## src/rtl/fetch_unit.sv

```systemverilog
// Instruction-fetch stage: owns PC_F, issues word fetches over a req/valid handshake and
// presents INSTR_F/PCPLUS4_F (or an all-ones bubble) to the fetch/decode register.
//
//  state   | meaning
//  --------+-----------------------------------------------------------------
//  S_BOOT  | first cycle after reset release, no request
//  S_FETCH | request outstanding at PC_F until IMEM_VALID
//  S_KILL  | redirected while a request was pending; drain and drop its data
//  S_HOLD  | instruction captured under stall; hold outputs, no request
module fetch_unit #(
  parameter int               WIDTH    = 32,
  parameter logic [WIDTH-1:0] RESET_PC = '0,
  parameter logic [WIDTH-1:0] BUBBLE   = {WIDTH{1'b1}}
) (
  input  logic             CLK,
  input  logic             CLR,
  input  logic             STALL_F,
  input  logic             BRANCH_TAKEN_E,
  input  logic [WIDTH-1:0] BRANCH_TARGET_E,
  output logic             IMEM_REQ,
  output logic [WIDTH-1:0] IMEM_ADDR,
  input  logic             IMEM_VALID,
  input  logic [WIDTH-1:0] IMEM_RDATA,
  output logic [WIDTH-1:0] INSTR_F,
  output logic [WIDTH-1:0] PCPLUS4_F,
  output logic             INSTR_VALID_F,
  output logic [WIDTH-1:0] PC_F,
  output logic             FETCH_BUSY
);

  typedef enum logic [1:0] {S_BOOT, S_FETCH, S_KILL, S_HOLD} state_t;

  localparam logic [WIDTH-1:0] PC_STEP    = WIDTH'(4);
  localparam logic [WIDTH-1:0] ALIGN_MASK = ~WIDTH'(3);

  state_t           state_q, state_d;
  logic [WIDTH-1:0] pc_q, pc_d;
  logic [WIDTH-1:0] instr_q, instr_d;
  logic [WIDTH-1:0] pcp4_q, pcp4_d;
  logic             ivalid_q, ivalid_d;
  logic [WIDTH-1:0] pc_inc;
  logic [WIDTH-1:0] target;

  assign pc_inc = pc_q + PC_STEP;
  assign target = BRANCH_TARGET_E & ALIGN_MASK;

  always_ff @(posedge CLK or posedge CLR) begin
    if (CLR) begin
      state_q  <= S_BOOT;
      pc_q     <= RESET_PC;
      instr_q  <= BUBBLE;
      pcp4_q   <= '0;
      ivalid_q <= 1'b0;
    end else begin
      state_q  <= state_d;
      pc_q     <= pc_d;
      instr_q  <= instr_d;
      pcp4_q   <= pcp4_d;
      ivalid_q <= ivalid_d;
    end
  end

  always_comb begin
    state_d  = state_q;
    pc_d     = pc_q;
    instr_d  = instr_q;
    pcp4_d   = pcp4_q;
    ivalid_d = ivalid_q;
    case (state_q)
      S_BOOT: begin
        state_d = S_FETCH;
        if (BRANCH_TAKEN_E) pc_d = target;
      end
      S_FETCH: begin
        if (BRANCH_TAKEN_E) begin
          pc_d     = target;
          instr_d  = BUBBLE;
          ivalid_d = 1'b0;
          // a still-pending response must be drained before reissuing
          if (!IMEM_VALID) state_d = S_KILL;
        end else if (IMEM_VALID) begin
          instr_d  = IMEM_RDATA;
          pcp4_d   = pc_inc;
          ivalid_d = 1'b1;
          pc_d     = pc_inc;
          if (STALL_F) state_d = S_HOLD;
        end else if (!STALL_F) begin
          instr_d  = BUBBLE;
          ivalid_d = 1'b0;
        end
      end
      S_KILL: begin
        if (BRANCH_TAKEN_E) pc_d = target;
        if (IMEM_VALID) state_d = S_FETCH;
      end
      S_HOLD: begin
        if (BRANCH_TAKEN_E) begin
          pc_d     = target;
          instr_d  = BUBBLE;
          ivalid_d = 1'b0;
          state_d  = S_FETCH;
        end else if (!STALL_F) begin
          state_d = S_FETCH;
        end
      end
      default: state_d = S_BOOT;
    endcase
  end

  assign IMEM_REQ      = (state_q == S_FETCH);
  assign IMEM_ADDR     = pc_q;
  assign FETCH_BUSY    = (state_q == S_BOOT) || (state_q == S_KILL) ||
                         ((state_q == S_FETCH) && !IMEM_VALID);
  assign INSTR_F       = instr_q;
  assign PCPLUS4_F     = pcp4_q;
  assign INSTR_VALID_F = ivalid_q;
  assign PC_F          = pc_q;

endmodule

```

## config.mk

```make
export PLATFORM = sky130hd
export DESIGN_NAME = fetch_unit
export DESIGN_NICKNAME = d
export VERILOG_FILES = /design/src/rtl/fetch_unit.sv
export SDC_FILE = /design/constraint.sdc
export NUM_CORES = 1
export LEC_CHECK = 0
export CAP_MARGIN = 30
export CORE_MARGIN = 3
export CORE_UTILIZATION = 27
export DETAILED_ROUTE_END_ITERATION = 8
export SLEW_MARGIN = 10
export SYNTH_ARGS = -nofsm -noshare
export SYNTH_HDL_FRONTEND = slang
export SYNTH_SLANG_ARGS = --single-unit
```

## constraint.sdc

```tcl
create_clock -name CLK -period 5.3 [get_ports CLK]
set_input_delay 1.06 -clock CLK [delete_from_list [all_inputs] [get_ports CLK]]
set_output_delay 1.06 -clock CLK [all_outputs]
set_load 0.005 [all_outputs]
```

== Yosys cells after proc, flatten, opt, wreduce, memory -nomap -nowiden ==
Index checks and enable logic that the tools add are counted.

* Register bits: 99
* Bits of input ports: 69
* Output and inout port bits: 131
* Logic and storage cells: 51

* Add/subtract/negate cells: 1
* Equality and inequality tests: 11
* Mux-type cells: 22
* Bitwise gates (word level): 1
* Reductions and logical operators: 11

{| class="wikitable"
|+ Operators with widths
! kind !! number
|-
| $mux 32 || 7
|-
| $pmux 32 s2 || 2
|-
| $add 32x3->32 const B || 1
|-
| $mux 2 || 7
|-
| $ne 3x3->1 const B || 3
|-
| $pmux 2 s4 || 1
|-
| $reduce_and 3->1 || 2
|-
| $reduce_and 5->1 || 1
|-
| $eq 2x2->1 const B || 2
|-
| $mux 1 || 4
|-
| $ne 2x2->1 const B || 2
|-
| $ne 4x3->1 const B || 1
|-
| $ne 3x2->1 const B || 1
|-
| $reduce_or 3->1 || 1
|-
| $eq 2x1->1 const B || 1
|-
| $logic_not 2->1 || 1
|-
| $logic_or 1x1->1 || 2
|-
| $ne 2x1->1 const B || 1
|-
| $pmux 1 s2 || 1
|-
| $reduce_and 2->1 || 1
|-
| $reduce_bool 2->1 || 1
|-
| $logic_and 1x1->1 || 1
|-
| $logic_not 1->1 || 1
|-
| $not 1->1 || 1
|}

== Logic depth before layout (Yosys ltp) ==
* Depth in word-level cells: 4
* Gate-level depth with buffers: 7
* Depth with buffers taken out: 5

== Worst setup path before layout ==
No wires, ideal clock.

* Kind: input port to flip-flop
* Start point: input IMEM_VALID
* End point: register pc_q[27], in the netlist IMEM_ADDR[27]
* Library setup time: 0.082 ns
* Data arrival time: 2.369 ns
* Required time: 5.218 ns
* Setup slack: 2.850 ns
* Stages on the path: 5
* Buffers on the path: 1
* Path through: nand3b_1 clkbuf_1 or3_1 or4_1 a31oi_1

* Cells in the longest elaborated chain, start to end: 2

{| class="wikitable"
|+ Ends and longest elaborated chain
! item !! line !! source
|-
| start: declaration || 22 || <nowiki>input logic IMEM_VALID,</nowiki>
|-
| $ne 3x2->1 (no line) || n/a ||
|-
| $reduce_and 2->1 (no line) || n/a ||
|-
| end signal: assignment || 56 || <nowiki>pc_q <= pc_d;</nowiki>
|-
| end: declaration || 37 || <nowiki>logic [WIDTH-1:0] pc_q, pc_d;</nowiki>
|}

Every way passes these cells.
A chain may end at the register's enable or synchronous reset.

== Worst setup path in the final report ==
* Start point: input IMEM_VALID
* End point: output FETCH_BUSY

* Cells in the longest elaborated chain, start to end: 3

{| class="wikitable"
|+ Ends and longest elaborated chain
! item !! line !! source
|-
| $logic_not 1->1 || 113 || <nowiki>((state_q == S_FETCH) && !IMEM_VALID);</nowiki>
|-
| $logic_and 1x1->1 || 113 ||
|-
| $logic_or 1x1->1 || 112 || <nowiki>assign FETCH_BUSY = (state_q == S_BOOT) || (state_q == S_KILL) ||</nowiki>
|-
| end: declaration || 28 || <nowiki>output logic FETCH_BUSY</nowiki>
|}

Every way passes these cells.

==> metrics.txt <==
pin count of the biggest net entering global routing 64; Max-Cap Viols 0; routed length per instance ~17 um; first-pass GRT wire length about 24000 um; Synth area leader dfrtp_1; worst vdd ir ~0.14 mV; post-synthesis instance area around 4900 um^2; leading cell type in the layout, fill and taps excluded clkdlybuf4s50_1; Worst Setup SP IMEM_VALID; Slew Viols, Final 0; CP max-delay cell clkdlybuf4s50_1; Worst EP arrival between 2 and 3 ns; clock buffer depth 2; min Tclk post-route 3.60 ns; part of the Yosys area used for sequential elements 0.497; PD cells 316 nW/um^2; post-DP HPWL ~11000 um; Routed Antenna Nets 0; Tcrit/Tclk final 0.680; CP endpoint FETCH_BUSY; initial antenna violation count 0; share of layout cells above drive strength 1 0.0961; io pins 200; area post-placement 6740 um^2; Area contributors post-synth dfrtp_1, dfstp_2, o22a_1; Worst EP required around 4.2 ns; commonest cells after routing, fill and taps aside clkdlybuf4s50_1, dfrtp_1, nand2_1; Hold WS ~0.50 ns; Setup crit end kind output pin; CTS sink count 95; Unique masters post-synth 41; warnings from Yosys 0; Post-CTS Hold Fix Bufs 0; clk slew on worst S/H paths 0.07 ns; FF-to-FF path depth 5; slew margin rel. 0.458; final WL between 15000 and 20000 um; Root Driver clkbuf_16; Clock Latency Late Sink around 0.36 ns; Synth Instances about 500; overall power approximately 2.2 mW; RSZ-0062 raised after global routing false; First DRT Iteration DRCs between 150 and 200; Die ar. 19600 um^2; Setup Crit Path Kind primary input to output pin; die width roughly 140 um; Post-CTS Setup Inserts 0; CTS H-tree depth 3; Clock Skews between 0.01 and 0.015 ns; placer congestion estimate 0.802; Area Growth Syn to Fin 45.1%; post-CTS sizing 0; fmax 0.278 GHz; Critical Path Fanout Max 8; drt pass-1 iters 4; setup TNS 0 ns; Core Box Area 17500 um^2; Die Y between 100 and 150 um; Ant. Diodes 0; Final Cell Area between 7000 and 8000 um^2; LEAKAGE about 2.6 nW; post-synth top area share 0.324; Setup WS pre-CTS ~1.6 ns; # DRC 0; Rows 48; grt ovf 0; Starting Density 0.278; CTS tree built; Hold Crit Depth 2; dpl cells roughly 850; status finished clean; worst slew pin tran between 0.8 and 0.9 ns; GRT Util Overall 0.154; r2r endpoint IMEM_ADDR[28]$_DFFE_PP0P_; Cell Chain, Critical Path clkdlybuf4s50_1, o21ai_0, clkdlybuf4s50_1; reg-to-reg setup timing slack ~2.7 ns; delay of the slowest critical-path stage 0.58 ns; Mapped Avg Cell Area between 9 and 10 um^2; CTS buffer count 9; utilization after layout 0.404; most frequent CP cell clkdlybuf4s50_1; Finished Layout Cells 870; Final Hold Viols 0; Yosys reg bits 95; Port Buffer Count approximately 190; Worst Setup Start Kind primary input; vias in the first global route 4328; Hold Crit Class flop to flop; final setup fails 0; fin nets 710; Via density 4.94; R2R Path Start IMEM_ADDR[2]$_DFFE_PP0P_; Setup WS post-layout 1.70 ns; detailed-route via count around 4300
-- sequential cells by signal, summed over array words and instances, names as in the netlist --
signal         flops
state_q            2
INSTR_VALID_F      1
INSTR_F           32
PCPLUS4_F         30
IMEM_ADDR         30
-- report_power, final --
group | switching [mW] | internal (mW) | total, mW | leakage, nW
logic | 0.224 | 0.358 | 0.582 | 1.34
registers | 0.117 | 0.851 | 0.968 | 1.07
clock network | 0.299 | 0.381 | 0.680 | 0.153
-- logic make-up after synthesis --
family                     after synthesis  synth area share
xor gates and xnor gates                25            0.0451
adders and majority gates                1           0.00257
muxes                                    3           0.00618
DFF                                     95             0.497
AOI/OAI and AO/OA                      125             0.171
buffers and inverters                   75            0.0875
other                                    1          0.000772
and+or+nand+nor                        173             0.189
-- Yosys cell counts, drive strengths merged --
cell,count
dfstp,32
o21ai,46
xnor2,16
nor2,33
xor2,9
and3b,1
o21a,1
o211ai,2
and3,2
clkbuf,26
buf,45
nor2b,5
mux2i,3
nand3,10
nand4bb,1
nand4,17
conb,1
or4,18
and4,6
nand2b,1
or3,17
dfrtp,63
nand3b,1
o311ai,1
nor4,5
nor3,6
o22a,32
ha,1
o31ai,13
inv,4
or4b,1
a21oi,1
nand2,49
a31oi,25
a22oi,4
-- worst max-delay path, delay by kind of cell --
| family | cells | cell delay, ns |
|---|---|---|
| buffers and inverters | 2 | 1.14 |
| AOI/OAI and AO/OA | 1 | 0.34 |
-- worst min-delay path by stage --
stage / start / end / slack, ns
floorplan: PCPLUS4_F[3]$_DFFE_PP0P_ / PCPLUS4_F[3]$_DFFE_PP0P_ / 0.47
global placement: PCPLUS4_F[5]$_DFFE_PP0P_ / PCPLUS4_F[5]$_DFFE_PP0P_ / 0.47
detailed placement: PCPLUS4_F[6]$_DFFE_PP0P_ / PCPLUS4_F[6]$_DFFE_PP0P_ / 0.48
CTS: PCPLUS4_F[14]$_DFFE_PP0P_ / PCPLUS4_F[14]$_DFFE_PP0P_ / 0.50
global route: PCPLUS4_F[16]$_DFFE_PP0P_ / PCPLUS4_F[16]$_DFFE_PP0P_ / 0.52
finish: PCPLUS4_F[18]$_DFFE_PP0P_ / PCPLUS4_F[18]$_DFFE_PP0P_ / 0.50
-- area by class of cell --
type / instances / area [um^2]
Fill cell: 1727 / 10400
Clock buffer: 11 / 275
Inverter: 4 / 17.5
Sequential cell: 95 / 2420
Clock inverter: 5 / 42.5
Tap cell: 225 / 282
Timing Repair Buffer: 197 / 1960
Multi-Input combinational cell: 333 / 2050
-- metal layers --
metal | global-route usage | share of wire
met5 | 0 | 0
met4 | 0.0525 | 0.016
met3 | 0.0570 | 0.093
met2 | 0.242 | 0.47
met1 | 0.197 | 0.42
Note: power is estimated with default switching activity, not from simulation.
